--- src/rtl/pulse_count_latch_pkg.sv ---
// Shared widths and constants for the fast pulse counter and its latch stage.
package pulse_count_latch_pkg;

  localparam int unsigned LOW_W  = 6;
  localparam int unsigned HIGH_W = 26;
  localparam int unsigned TOT_W  = LOW_W + HIGH_W;

  localparam logic [LOW_W-1:0] LOW_ONES = '1;

  typedef enum logic {
    ST_UNPRIMED,
    ST_PRIMED
  } latch_state_t;

endpackage

--- src/rtl/pulse_count_latch_if.sv ---
// Readout handshake carrying the per-window pulse count.
interface pulse_count_latch_if;
  import pulse_count_latch_pkg::*;

  logic [TOT_W-1:0] data_out;
  logic             valid;
  logic             ready;
  logic             overrun;

  modport master (
    output data_out,
    output valid,
    output overrun,
    input  ready
  );

  modport slave (
    input  data_out,
    input  valid,
    input  overrun,
    output ready
  );
endinterface

--- src/rtl/pulse_count_latch_count_extender.sv ---
// Extends the 6-bit fast counter into a 32-bit running total using its carry pulse.
module count_extender
  import pulse_count_latch_pkg::*;
(
  input  logic             clk,
  input  logic             reset,
  input  logic [LOW_W-1:0] count_in,
  input  logic             cout_in,
  output logic [TOT_W-1:0] total
);

  logic [HIGH_W-1:0] high_cnt;
  logic [HIGH_W-1:0] high_eff;
  logic              pending;
  logic              at_ones;

  assign at_ones = (count_in == LOW_ONES);

  always_ff @(posedge clk or posedge reset) begin
    if (reset) begin
      high_cnt <= '0;
      pending  <= 1'b0;
    end else begin
      if (cout_in) begin
        high_cnt <= high_cnt + HIGH_W'(1);
        pending  <= 1'b1;
      end else if (!at_ones) begin
        pending  <= 1'b0;
      end
    end
  end

  // Carry already absorbed into high_cnt while the low word still sits at all-ones.
  always_comb begin
    high_eff = high_cnt - HIGH_W'(pending & at_ones);
    total    = {high_eff, count_in};
  end

endmodule

--- src/rtl/pulse_count_latch.sv ---
// Snapshots the running pulse total on each latch strobe and hands out the delta.
module pulse_count_latch
  import pulse_count_latch_pkg::*;
(
  input  logic                    clk,
  input  logic                    reset,
  input  logic [LOW_W-1:0]        count_in,
  input  logic                    cout_in,
  input  logic                    latch,
  pulse_count_latch_if.master     rd
);

  latch_state_t     state_q, state_d;
  logic [TOT_W-1:0] total;
  logic [TOT_W-1:0] baseline;
  logic             load;

  count_extender u_ext (
    .clk      (clk),
    .reset    (reset),
    .count_in (count_in),
    .cout_in  (cout_in),
    .total    (total)
  );

  always_ff @(posedge clk or posedge reset) begin
    if (reset) state_q <= ST_UNPRIMED;
    else       state_q <= state_d;
  end

  // First latch only primes the baseline; the fast counter has no reset.
  always_comb begin
    state_d = state_q;
    load    = 1'b0;
    if (latch) begin
      if (state_q == ST_PRIMED) load    = 1'b1;
      else                      state_d = ST_PRIMED;
    end
  end

  always_ff @(posedge clk or posedge reset) begin
    if (reset) begin
      baseline    <= '0;
      rd.data_out <= '0;
      rd.valid    <= 1'b0;
      rd.overrun  <= 1'b0;
    end else begin
      if (latch) baseline <= total;
      if (load) begin
        rd.data_out <= total - baseline;
        rd.valid    <= 1'b1;
        if (rd.valid && !rd.ready) rd.overrun <= 1'b1;
      end else if (rd.valid && rd.ready) begin
        rd.valid    <= 1'b0;
      end
    end
  end

endmodule

--- src/flat_wrapper.sv ---
// flat-port wrapper written by rule: the top's interface ports become plain ports
module pulse_count_latch_flat import pulse_count_latch_pkg::*;
  (clk, reset, count_in, cout_in, latch, rd_data_out, rd_valid, rd_overrun, rd_ready);
  pulse_count_latch_if rd_i ();
  input  logic clk;
  input  logic reset;
  input  logic [LOW_W-1:0] count_in;
  input  logic cout_in;
  input  logic latch;
  output wire logic [$bits(rd_i.data_out)-1:0] rd_data_out;
  output wire logic [$bits(rd_i.valid)-1:0] rd_valid;
  output wire logic [$bits(rd_i.overrun)-1:0] rd_overrun;
  input wire logic [$bits(rd_i.ready)-1:0] rd_ready;
  assign rd_data_out = rd_i.data_out;
  assign rd_valid = rd_i.valid;
  assign rd_overrun = rd_i.overrun;
  assign rd_i.ready = rd_ready;
  pulse_count_latch u_core (.clk(clk), .reset(reset), .count_in(count_in), .cout_in(cout_in), .latch(latch), .rd(rd_i));
endmodule
--- config.mk ---
export PLATFORM = sky130hd
export DESIGN_NAME = pulse_count_latch_flat
export DESIGN_NICKNAME = d
export VERILOG_FILES = /design/src/rtl/pulse_count_latch_pkg.sv /design/src/rtl/pulse_count_latch_if.sv /design/src/rtl/pulse_count_latch_count_extender.sv /design/src/rtl/pulse_count_latch.sv /design/src/flat_wrapper.sv
export SDC_FILE = /design/constraint.sdc
export NUM_CORES = 1
export LEC_CHECK = 0
export ABC_CLOCK_PERIOD_IN_PS = 3610
export CORE_UTILIZATION = 41
export DETAILED_ROUTE_END_ITERATION = 8
export SETUP_SLACK_MARGIN = 0.15
export SYNTH_ARGS = -nofsm -noshare
export SYNTH_HDL_FRONTEND = slang
export SYNTH_SLANG_ARGS = --single-unit
--- constraint.sdc ---
create_clock -name clk -period 3.61 [get_ports clk]
set_clock_uncertainty 0.15 [all_clocks]
set_input_delay 0.722 -clock clk [delete_from_list [all_inputs] [get_ports clk]]
set_output_delay 0.722 -clock clk [all_outputs]
set_load 0.01 [all_outputs]
Yosys cells after proc, flatten, opt, wreduce, memory -nomap -nowiden
Index checks and enable logic that the tools add are counted.
{"block": "totals", "reg_bits": 94, "in_bits": 11}
{"block": "op_classes", "add_sub_neg": 3, "eq_ne": 2, "mux": 6, "bitwise": 1, "n_reduce_logical": 5}
{"op": "$sub 32x32->32", "n": 1}
{"op": "$add 26x1->26 const B", "n": 1}
{"op": "$sub 26x1->26", "n": 1}
{"op": "$eq 6x6->1 const B", "n": 1}
{"op": "$mux 1", "n": 6}
{"op": "$logic_and 1x1->1", "n": 2}
{"op": "$ne 2x2->1 const B", "n": 1}
{"op": "$reduce_and 2->1", "n": 1}
{"op": "$reduce_bool 2->1", "n": 1}
{"op": "$and 1x1->1", "n": 1}
{"op": "$logic_not 1->1", "n": 1}

Depth between registers and ports, before layout
Gate-level depths: netlist of the first run.
{"block": "depth", "word_depth": 4, "ltp_mapped": 17}

Cells and area by module
From an unflattened synthesis of the first run, not the netlist that was laid out.
{"block": "unflattened", "hier_cells": 686, "hier_area_um2": 6005.8}
{"module": "pulse_count_latch", "instances": 1, "cells_per_inst": 498, "area_per_inst_um2": 4254.1, "seq_area_each_um2": 1676.6}
{"module": "count_extender", "instances": 1, "cells_per_inst": 188, "area_per_inst_um2": 1751.7, "seq_area_each_um2": 675.6}

Least setup slack after synthesis of the first run
OpenSTA, ideal clock, no wires.
{"block": "synth_timing", "path_kind": "input -> register", "from": "in count_in[5]", "to": "reg u_core.rd.data_out[24]", "setup_time_ns": 0.095, "t_arrival_ns": 3.421, "t_required_ns": 3.365, "path_slack_ns": -0.056, "stages": 13, "path_buffers": 0, "path_cell_list": "nand4_1 -> nor2_1 -> ha_1 -> nand2_1 -> or3_1 -> xnor2_1 -> ha_1 -> a21o_1 -> and2_1 -> nor4b_1 -> a21oi_1 -> o21a_1 -> o31ai_1"}
{"block": "synth_via", "elab_chain_cells": 4}
{"element": "start, declared", "line": "flat_wrapper.sv:7", "source": "input logic [LOW_W-1:0] count_in;"}
{"element": "$eq 6x6->1", "line": "pulse_count_latch_count_extender.sv:17", "source": "assign at_ones = (count_in == LOW_ONES);"}
{"element": "$and 1x1->1", "line": "pulse_count_latch_count_extender.sv:35", "source": "high_eff = high_cnt - HIGH_W'(pending & at_ones);"}
{"element": "$sub 26x1->26", "line": "pulse_count_latch_count_extender.sv:35"}
{"element": "via u_core.total[13]", "line": "pulse_count_latch.sv:14", "source": "logic [TOT_W-1:0] total;"}
{"element": "$sub 32x32->32", "line": "pulse_count_latch.sv:50", "source": "rd.data_out <= total - baseline;"}
{"element": "end signal, assigned", "line": "pulse_count_latch.sv:50"}
{"element": "end, declared", "line": "pulse_count_latch_if.sv:11", "source": "output data_out,"}
The timed path passes the listed nets, and every way through them passes these cells.
A chain may end at the register's enable or synchronous reset.

Worst setup path in the final report of the first run
{"block": "layout_timing", "from": "in count_in[4]", "to": "reg u_core.rd.data_out[23]"}
Same word-level chain as after synthesis.

==> results.yml, run 1 <==
finish:
  drive_above_1_share_pct: 30.4
  antenna_cells: 0
  final_cells: 1040
  nets: 897
  syn_to_final_growth_pct: 39.0
  final_area_um2: 8420
  final_core_utilization_pct: 58.2
route:
  ant_nets: 0
  vias_per_cell: 5.24
  drtPass1Iterations: 7
  wl_per_cell_um: 15.2
  wl_mm: 15.8
  drc: 0
  first_iter_violations: 283
  vias: 5447
clock_tree:
  cts_buffers: 9
  insertion_delay_ns: 0.36
  htree_num_levels: 3
  path_clk_slew_ns: 0.08
  hold_buffers: 0
  cts_root_buffer: "clkbuf_16"
  cts_tree: "yes"
  clockBufferDepth: 2
  clock-sinks: 94
grt:
  grt_max_degree: 65
  grt_pass1_wl_mm: 25.4
  antenna_found_initial: 0
  grt_pass1_vias: 5206
  overflow: 0
  track_usage_pct: 21.5
run_status:
  status: "finished clean"
synthesis:
  synth-edff-count: 0
  synth_top_area_share_pct: 38.8
  synth_nets: 743
  synth_area_leaders: "dfrtp_1, ha_1, nand2_1"
  synth_common_cells: "nand2_1, dfrtp_1, o21ai_0"
  yosys_most_used_dff: "dfrtp_1"
  netlist_instances: 697
  synthArstFlopShare_pct: 100
  yosysUniqueCellTypes: 66
  synth_area_um2: 6060
  ys_ff_latch: 94
  synth_most_common_cell: "nand2_1"
  syn_area_per_cell_um2: 8.69
  seq_area_frac_synth_pct: 38.8
  yosysTopAreaCell: "dfrtp_1"
  yosys_warnings: 0
die:
  core_area_um2: 14500
  die_w_um: 124
  row_count: 44
  die_y_um: 124
  die-area_um2: 15300
  initial_core_util_pct: 41.8
  ios: 45
place:
  io_buffers: 44
  place_hpwl_mm: 11.7
  place.gp.congestion: 0.863
  preCtsSetupSlack_ns: -0.854
  dpl_cell_area_um2: 7390
  placed_cells: 993
setup_path:
  critical_path_class: "in -> reg"
  worstPathRequired_ns: 3.71
  crit_family: "simple AND/OR/NAND/NOR gates"
  critPathLaunchType: "input port"
  worst_path_largest_cell_delay_ns: 0.59
  cp.arrival_ns: 3.67
  crit_fanout: 6
  critPathCaptureType: "flip-flop"
  cp_cell_sequence: "buf_6 > nand4_1 > nor2_4 > ha_4 > nand2_4 > or4_4 > xnor2_4 > ha_4 > buf_4 > a21oi_4 > buf_6 > o211a_1 > inv_1 > o211ai_1 > buf_4 > mux2i_1 > nand2_1"
  path_buf_inv: 5
  cp_slowest_cell: "or4_4"
timing:
  setup_viol: 0
  fmax_ghz: 0.280
  rsz0062_at_grt: "yes"
  slew-limit-headroom_pct: 53.9
  tightestPinTransition_ns: 0.691
  period_needed_ns: 3.57
  worst_slack_ns: 0.0430
  fin_setup_tns_ns: 0
  hold_viol_final: 0
  drv_slew: 0
  post-route-period-util_pct: 98.8
power:
  p_leak_nw: 3.94
  p_per_area_nw_per_um2: 665
  peakVddDrop_v: 0.000341
worst_hold_path:
  hold_path_class: "reg -> reg"
job:
  drv_cap: 0
cell type report:
class | instances | area [um^2]
inverter | 39 | 148
timing repair buffer | 186 | 1520
fill | 1271 | 6060
clock buffer | 9 | 225
tap | 184 | 230
clock inverter | 7 | 56.3
multi-input combinational | 521 | 3890
sequential | 94 | 2360
registers in the layout, indices dropped and copies added, names as in the netlist:
name                   count
u_core.baseline           32
u_core.rd.data_out        32
u_core.u_ext.high_cnt     26
u_core.rd.overrun          1
u_core.rd.valid            1
u_core.state_q             1
u_core.u_ext.pending       1
routing by layer:
| metal | track usage [%] | wire [um] | vias to the layer above |
|---|---|---|---|
| li1 | - | - | 2711 |
| met1 | 30.7 | 7850 | 2590 |
| met2 | 33.3 | 7080 | 118 |
| met3 | 2.63 | 489 | 28 |
| met4 | 7.83 | 333 | 0 |
| met5 | 0 | 0 | - |
worst reg2reg max path: cells and delay by family, from the launching register on:
family | cells | cell delay [ns]
AND/OR/NAND/NOR | 4 | 1.22
XOR/XNOR | 1 | 0.16
multiplexers | 1 | 0.18
buffers and inverters | 4 | 0.51
flip-flops | 1 | 0.40
AO/OA/AOI/OAI | 3 | 0.63
adder cells (fa/ha/maj) | 1 | 0.16
timing repair:
action,in CTS,in global routing
endpoints found under the setup margin,20,17
resized for setup,77,63
cloned,0,0
setup buffers,18,13
pin swaps,30,44
path summary, 6_finish.rpt:
kind                                               start  depth (start not counted)  slack (ns)                       end
worst max-delay path                         count_in[4]                         17        0.04    u_core.rd.data_out[23]
worst min-delay path              u_core.rd.data_out[14]                          2        0.33    u_core.rd.data_out[14]
worst max register to register  u_core.u_ext.high_cnt[3]                         14        0.08    u_core.rd.data_out[23]
worst min register to register    u_core.rd.data_out[14]                          2        0.33    u_core.rd.data_out[14]
max in group asynchronous                          reset                          3        2.09  u_core.u_ext.high_cnt[8]
min in group asynchronous                          reset                          3        0.68  u_core.u_ext.high_cnt[3]
placed cells by master, fill, tap and decap left out, drive strengths merged, types with 17 or more instances in the layout:
master	Yosys	routed
dfrtp	94	94
a21oi	34	34
ha	34	34
clkdlybuf4s50	0	37
inv	39	41
buf	20	149
o21ai	74	74
nor3	17	17
nor2	41	41
nand2	101	101
nand3	20	20
nand4	19	19
xor2	34	34
xnor2	40	40
cells by family after synthesis:
| family | count (synthesis) | share of synthesized area (%) |
|---|---|---|
| and+or+nand+nor | 249 | 20.5 |
| AOI/OAI and AO/OA | 159 | 16.0 |
| DFF | 94 | 38.8 |
| buffers and inverters | 82 | 5.95 |
| xor gates and xnor gates | 74 | 10.7 |
| adders and majority gates | 35 | 7.35 |
| muxes | 4 | 0.702 |
metrics by stage:
step	hold slack (ns)	power [mW]
6_report	0.328	5.60
5_1_grt	0.351	6.00
3_3_place_gp	0.312	4.29
3_5_place_dp	0.319	4.34
2_1_floorplan	0.302	3.17
4_1_cts	0.334	5.41
where the power goes:
| group | switching, mW | internal, mW | total (mW) |
|---|---|---|---|
| Sequential | 0.157 | 1.30 | 1.46 |
| Combinational | 1.54 | 1.68 | 3.22 |
| Clock | 0.443 | 0.476 | 0.919 |
(Power assumes the default switching activity.)
==> inputs of run 2 (changes only) <==
- CELL_PAD_IN_SITES_DETAIL_PLACEMENT: not set -> 1
- CELL_PAD_IN_SITES_GLOBAL_PLACEMENT: not set -> 2
- CORE_UTILIZATION: 41 -> 37
- PLACE_DENSITY_LB_ADDON: not set -> 0.1
==> run 2 against run 1 <==
Against the previous run: register-to-register slack improved by 0.08 ns; die area increased by 11%; count of clock-buffer cells in the layout increased by 2; utilization decreased by 4.1 points; combinational power increased by 13%; flip-flop and latch count unchanged; critical endpoint unchanged; via count increased by 1.4%; highest routed layer unchanged; critical path depth decreased by 1; clock power increased by 5.5%; worst hold slack got worse by 0.0033 ns; global-route usage increased by 1.2 points.
==> results.yml, run 2 (synthesis results as in run 1) <==
timing:
  hold_viol_final: 0
  fmax_ghz: 0.287
  period_needed_ns: 3.48
  rsz0062_at_grt: "yes"
  tightestPinTransition_ns: 0.699
  post-route-period-util_pct: 96.4
  setup_viol: 0
  slew-limit-headroom_pct: 53.2
  drv_slew: 0
power:
  p_leak_nw: 4.05
  power_mw: 6.06
  p_per_area_nw_per_um2: 703
  peakVddDrop_v: 0.000370
route:
  wl_per_cell_um: 17.0
  wl_mm: 18.3
  ant_nets: 0
  drc: 0
  vias: 5524
  first_iter_violations: 183
  vias_per_cell: 5.14
  drtPass1Iterations: 4
place:
  place_hpwl_mm: 13.5
  placed_cells: 1029
  place.gp.congestion: 0.897
  io_buffers: 44
finish:
  nets: 900
  reg.largest.list: "u_core.baseline (32), u_core.rd.data_out (32), u_core.u_ext.high_cnt (26)"
  antenna_cells: 0
  drive_above_1_share_pct: 33.3
  final_cells: 1074
  seq_area_um2: 2360
  final_cell_mix: "buf_4, nand2_1, dfrtp_1"
  final_core_utilization_pct: 54.0
  fill_cells: 1847
  final_common_cell: "buf_4"
  multi_input_area_um2: 4020
  syn_to_final_growth_pct: 42.2
die:
  core_area_um2: 15900
  initial_core_util_pct: 38.0
  die-area_um2: 16900
  die_y_um: 130
  row_count: 46
  ios: 45
  die_w_um: 130
setup_path:
  critPathCaptureType: "flip-flop"
  cp.arrival_ns: 3.57
  r2r-start: "u_core.u_ext.high_cnt[1]"
  critical_path_class: "in -> reg"
  critPathLaunchType: "input port"
  cp-startpoint: "count_in[2]"
  worstPathRequired_ns: 3.70
  crit_fanout: 7
grt:
  grt_pass1_wl_mm: 29.7
  antenna_found_initial: 0
  grt_pass1_vias: 5693
  overflow: 0
  grt_max_degree: 66
  track_usage_pct: 22.7
clock_tree:
  cts_buffers: 9
  path_clk_slew_ns: 0.07
  clockBufferDepth: 2
  cts_root_buffer: "clkbuf_16"
  cts_tree: "yes"
  insertion_delay_ns: 0.36
  clock-sinks: 94
  htree_num_levels: 3
run_status:
  status: "finished clean"
job:
  drv_cap: 0
worst_hold_path:
  hold_path_class: "reg -> reg"
  worstHoldStart: "u_core.rd.data_out[18]"
==> run 2: critical path, cell delays in order <==
cell	delay [ns]
buf_2	0.12
nand3_4	0.09
nor2_4	0.15
ha_4	0.17
nand2_4	0.08
or4_4	0.58
xnor2_4	0.20
ha_4	0.25
a21oi_4	0.20
o211a_1	0.23
buf_6	0.11
inv_2	0.03
o211ai_1	0.18
buf_4	0.18
mux2i_1	0.19
nand2_1	0.08
==> run 2: final cells by class <==
type                            instances  share of cell area (%)
Clock buffer                           11                    2.70
Clock inverter                          4                   0.567
Inverter                               39                    1.73
Multi-Input combinational cell        521                    46.6
Sequential cell                        94                    27.4
Tap cell                              216                    3.14
Timing Repair Buffer                  189                    17.9
==> run 2: layer usage <==
layer  track usage [%]  vias to the layer above  routed length [um]
met5                 0                        -                   0
met4              9.10                        0                 423
li1                  -                     2708                   -
met3              2.62                       25                 396
met1              32.1                     2722                8930
met2              35.2                       69                8520
==> run 2: what timing repair did <==
action,in CTS,in global routing
buffers inserted,17,13
hold buffers,0,0
pin swaps,31,55
setup endpoints to repair,21,18
resized for setup,96,69
==> run 2: per-stage QoR <==
stage	area [um^2]	hold slack, ns	TNS [ns]	setup WS, ns
4_1_cts	8190	0.334	0	0.0523
3_3_place_gp	7480	0.310	-13.79	-0.875
5_1_grt	8610	0.355	-0.116	-0.0740
6_report	8610	0.325	0	0.129
2_1_floorplan	6110	0.302	0	0.136
3_5_place_dp	7480	0.319	-15.07	-0.861
==> run 2: worst paths after layout <==
path | to | slack [ns] | cells past startpoint
max | u_core.rd.data_out[23] | 0.13 | 16
min | u_core.rd.data_out[18] | 0.33 | 2
max reg2reg | u_core.rd.data_out[23] | 0.16 | 14
min reg2reg | u_core.rd.data_out[18] | 0.33 | 2
max in group asynchronous | u_core.rd.data_out[24] | 1.99 | 3
min in group asynchronous | u_core.u_ext.high_cnt[6] | 0.62 | 2
==> run 2: power breakdown <==
part / internal, mW / total, mW / switching (mW) / leakage, nW
Sequential: 1.30 / 1.45 / 0.147 / 1.20
Clock: 0.534 / 0.970 / 0.436 / 0.139
Combinational: 1.92 / 3.64 / 1.72 / 2.72
Total: 3.76 / 6.06 / 2.30 / 4.05
==> inputs of run 3 (changes only) <==
- PLACE_DENSITY: not set -> 0.92
- PLACE_DENSITY_LB_ADDON: 0.1 -> not set
==> run 3 against run 2 <==
Against the previous run: the flow now finishes with violations (negative setup slack); utilization rose by 1.7 points; register-to-register slack worse by 0.20 ns; sequential share of layout area is 0.83 points lower; global-route usage increased by 3.4 points; first-iteration DRC count rose by 140%; cell area up 3.1%; flip-flop and latch count unchanged; clock power down 4.0%; worst hold slack improved by 0.010 ns; wire length rose by 37%; die area is the same; setup slack worse by 0.17 ns.
==> results.yml, run 3 (synthesis results as in run 1) <==
timing:
  tightestPinTransition_ns: 0.830
  post-route-period-util_pct: 101
  setup_viol: 3
  rsz0062_at_grt: "yes"
  fmax_ghz: 0.274
  worst_slack_ns: -0.0426
  hold_viol_final: 0
  period_needed_ns: 3.65
  drv_slew: 0
  slew-limit-headroom_pct: 44.5
  fin_hold_ws_ns: 0.335
  fin_setup_tns_ns: -0.0790
finish:
  nets: 926
  antenna_cells: 0
  final_area_um2: 8880
  multi_input_area_um2: 4120
  final_common_cell: "buf_4"
  seq_area_um2: 2360
  final_core_utilization_pct: 55.7
  reg.largest.list: "u_core.baseline (32), u_core.rd.data_out (32), u_core.u_ext.high_cnt (26)"
  fill_cells: 1786
  syn_to_final_growth_pct: 46.6
  final_cell_mix: "buf_4, nand2_1, dfrtp_1"
  drive_above_1_share_pct: 35.6
clock_tree:
  htree_num_levels: 3
  path_clk_slew_ns: 0.07
  cts_root_buffer: "clkbuf_16"
  cts_tree: "yes"
  insertion_delay_ns: 0.38
  hold_buffers: 0
  clock-sinks: 94
  clockBufferDepth: 2
  cts_buffers: 9
grt:
  grt_pass1_vias: 6333
  antenna_found_initial: 0
  grt_pass1_wl_mm: 33.8
  grt_max_degree: 66
  track_usage_pct: 26.1
  overflow: 0
route:
  ant_nets: 0
  vias: 6396
  wl_per_cell_um: 22.8
  drtPass1Iterations: 5
  first_iter_violations: 448
  vias_per_cell: 5.81
  drc: 0
  wl_mm: 25.1
setup_path:
  critical_path_class: "reg -> reg"
  critPathCaptureType: "flip-flop"
  critPathLaunchType: "flip-flop"
  cp_cell_sequence: "nor4_4 > nand4_1 > buf_4 > or2_4 > nor3_4 > xor2_2 > ha_4 > nand4_1 > nor3_2 > a221oi_1 > o31a_1 > o21ai_1 > xnor2_1 > o21ai_1"
  path_buf_inv: 1
  crit_family: "simple AND/OR/NAND/NOR gates"
  worst_path_largest_cell_delay_ns: 0.43
  crit_fanout: 4
  cp_slowest_cell: "dfrtp_2"
  cp.arrival_ns: 3.71
  worstPathRequired_ns: 3.67
power:
  peakVddDrop_v: 0.000359
  p_leak_nw: 4.15
  p_per_area_nw_per_um2: 703
run_status:
  status: "complete, but fails checks"
  violations: "negative setup slack"
die:
  die-area_um2: 16900
  die_w_um: 130
  core_area_um2: 15900
  row_count: 46
  die_y_um: 130
  initial_core_util_pct: 38.0
  ios: 45
job:
  drv_cap: 0
place:
  place.gp.congestion: 0.910
  place_hpwl_mm: 13.6
  io_buffers: 44
  preCtsSetupSlack_ns: -1.01
  dpl_cell_area_um2: 7490
worst_hold_path:
  hold_path_class: "reg -> reg"
-- run 3: cell types whose count changed in the layout (fill, tap and decap cells not counted), sizes merged --
cell      previous run  this run
inv                 39        40
bufinv               1         0
buf                152       178
clkinvlp             0         1
-- run 3: worst paths after layout --
kind / start / end / slack, ns / cells after the start
max in group asynchronous: reset / u_core.rd.data_out[21] / 2.06 / 3
max reg2reg: u_core.u_ext.high_cnt[12] / u_core.rd.data_out[31] / -0.04 / 14
min reg2reg: u_core.rd.data_out[15] / u_core.rd.data_out[15] / 0.34 / 2
max: u_core.u_ext.high_cnt[12] / u_core.rd.data_out[31] / -0.04 / 14
min in group asynchronous: reset / u_core.baseline[4] / 0.55 / 2
min: u_core.rd.data_out[15] / u_core.rd.data_out[15] / 0.34 / 2
-- run 3: where the power goes --
group,switching [mW],internal [mW]
sequential,0.170,1.30
combinational,1.96,1.87
clock,0.462,0.470
total,2.60,3.65
-- run 3: metrics by stage --
step / instances / power, mW
after floorplan: 697 / 3.17
after global placement: 1030 / 4.27
after detailed placement: 1030 / 4.45
after CTS: 1077 / 5.62
after global routing: 1101 / 6.50
final: 1101 / 6.24
-- run 3: area by class of cell --
cell class,instances,share of cell area (%)
clock buffers,11,2.62
clock inverters,5,0.394
multi-input cells,521,46.3
well taps,216,3.04
flip-flops and latches,94,26.5
inverters,39,1.68
repair buffers,215,19.4
-- run 3: per-layer routing --
metal  up-vias  wire, um  GRT usage, %
li1       2759         -             -
met1      3253     10100          31.1
met2       280     12700          46.8
met3       104      1180          3.24
met4         0      1170          12.2
met5         -         0             0
-- run 3: repair_timing --
action	in CTS	in global routing
endpoints found under the setup margin	21	20
cloned	0	0
gates resized for setup	101	73
setup buffers	31	24
pin swaps	37	52
-- run 3: worst min-delay path, cell delays in order, from the launching register on --
cell and delay, ns:
dfrtp_1 0.34, nand2_1 0.05, o21ai_0 0.06
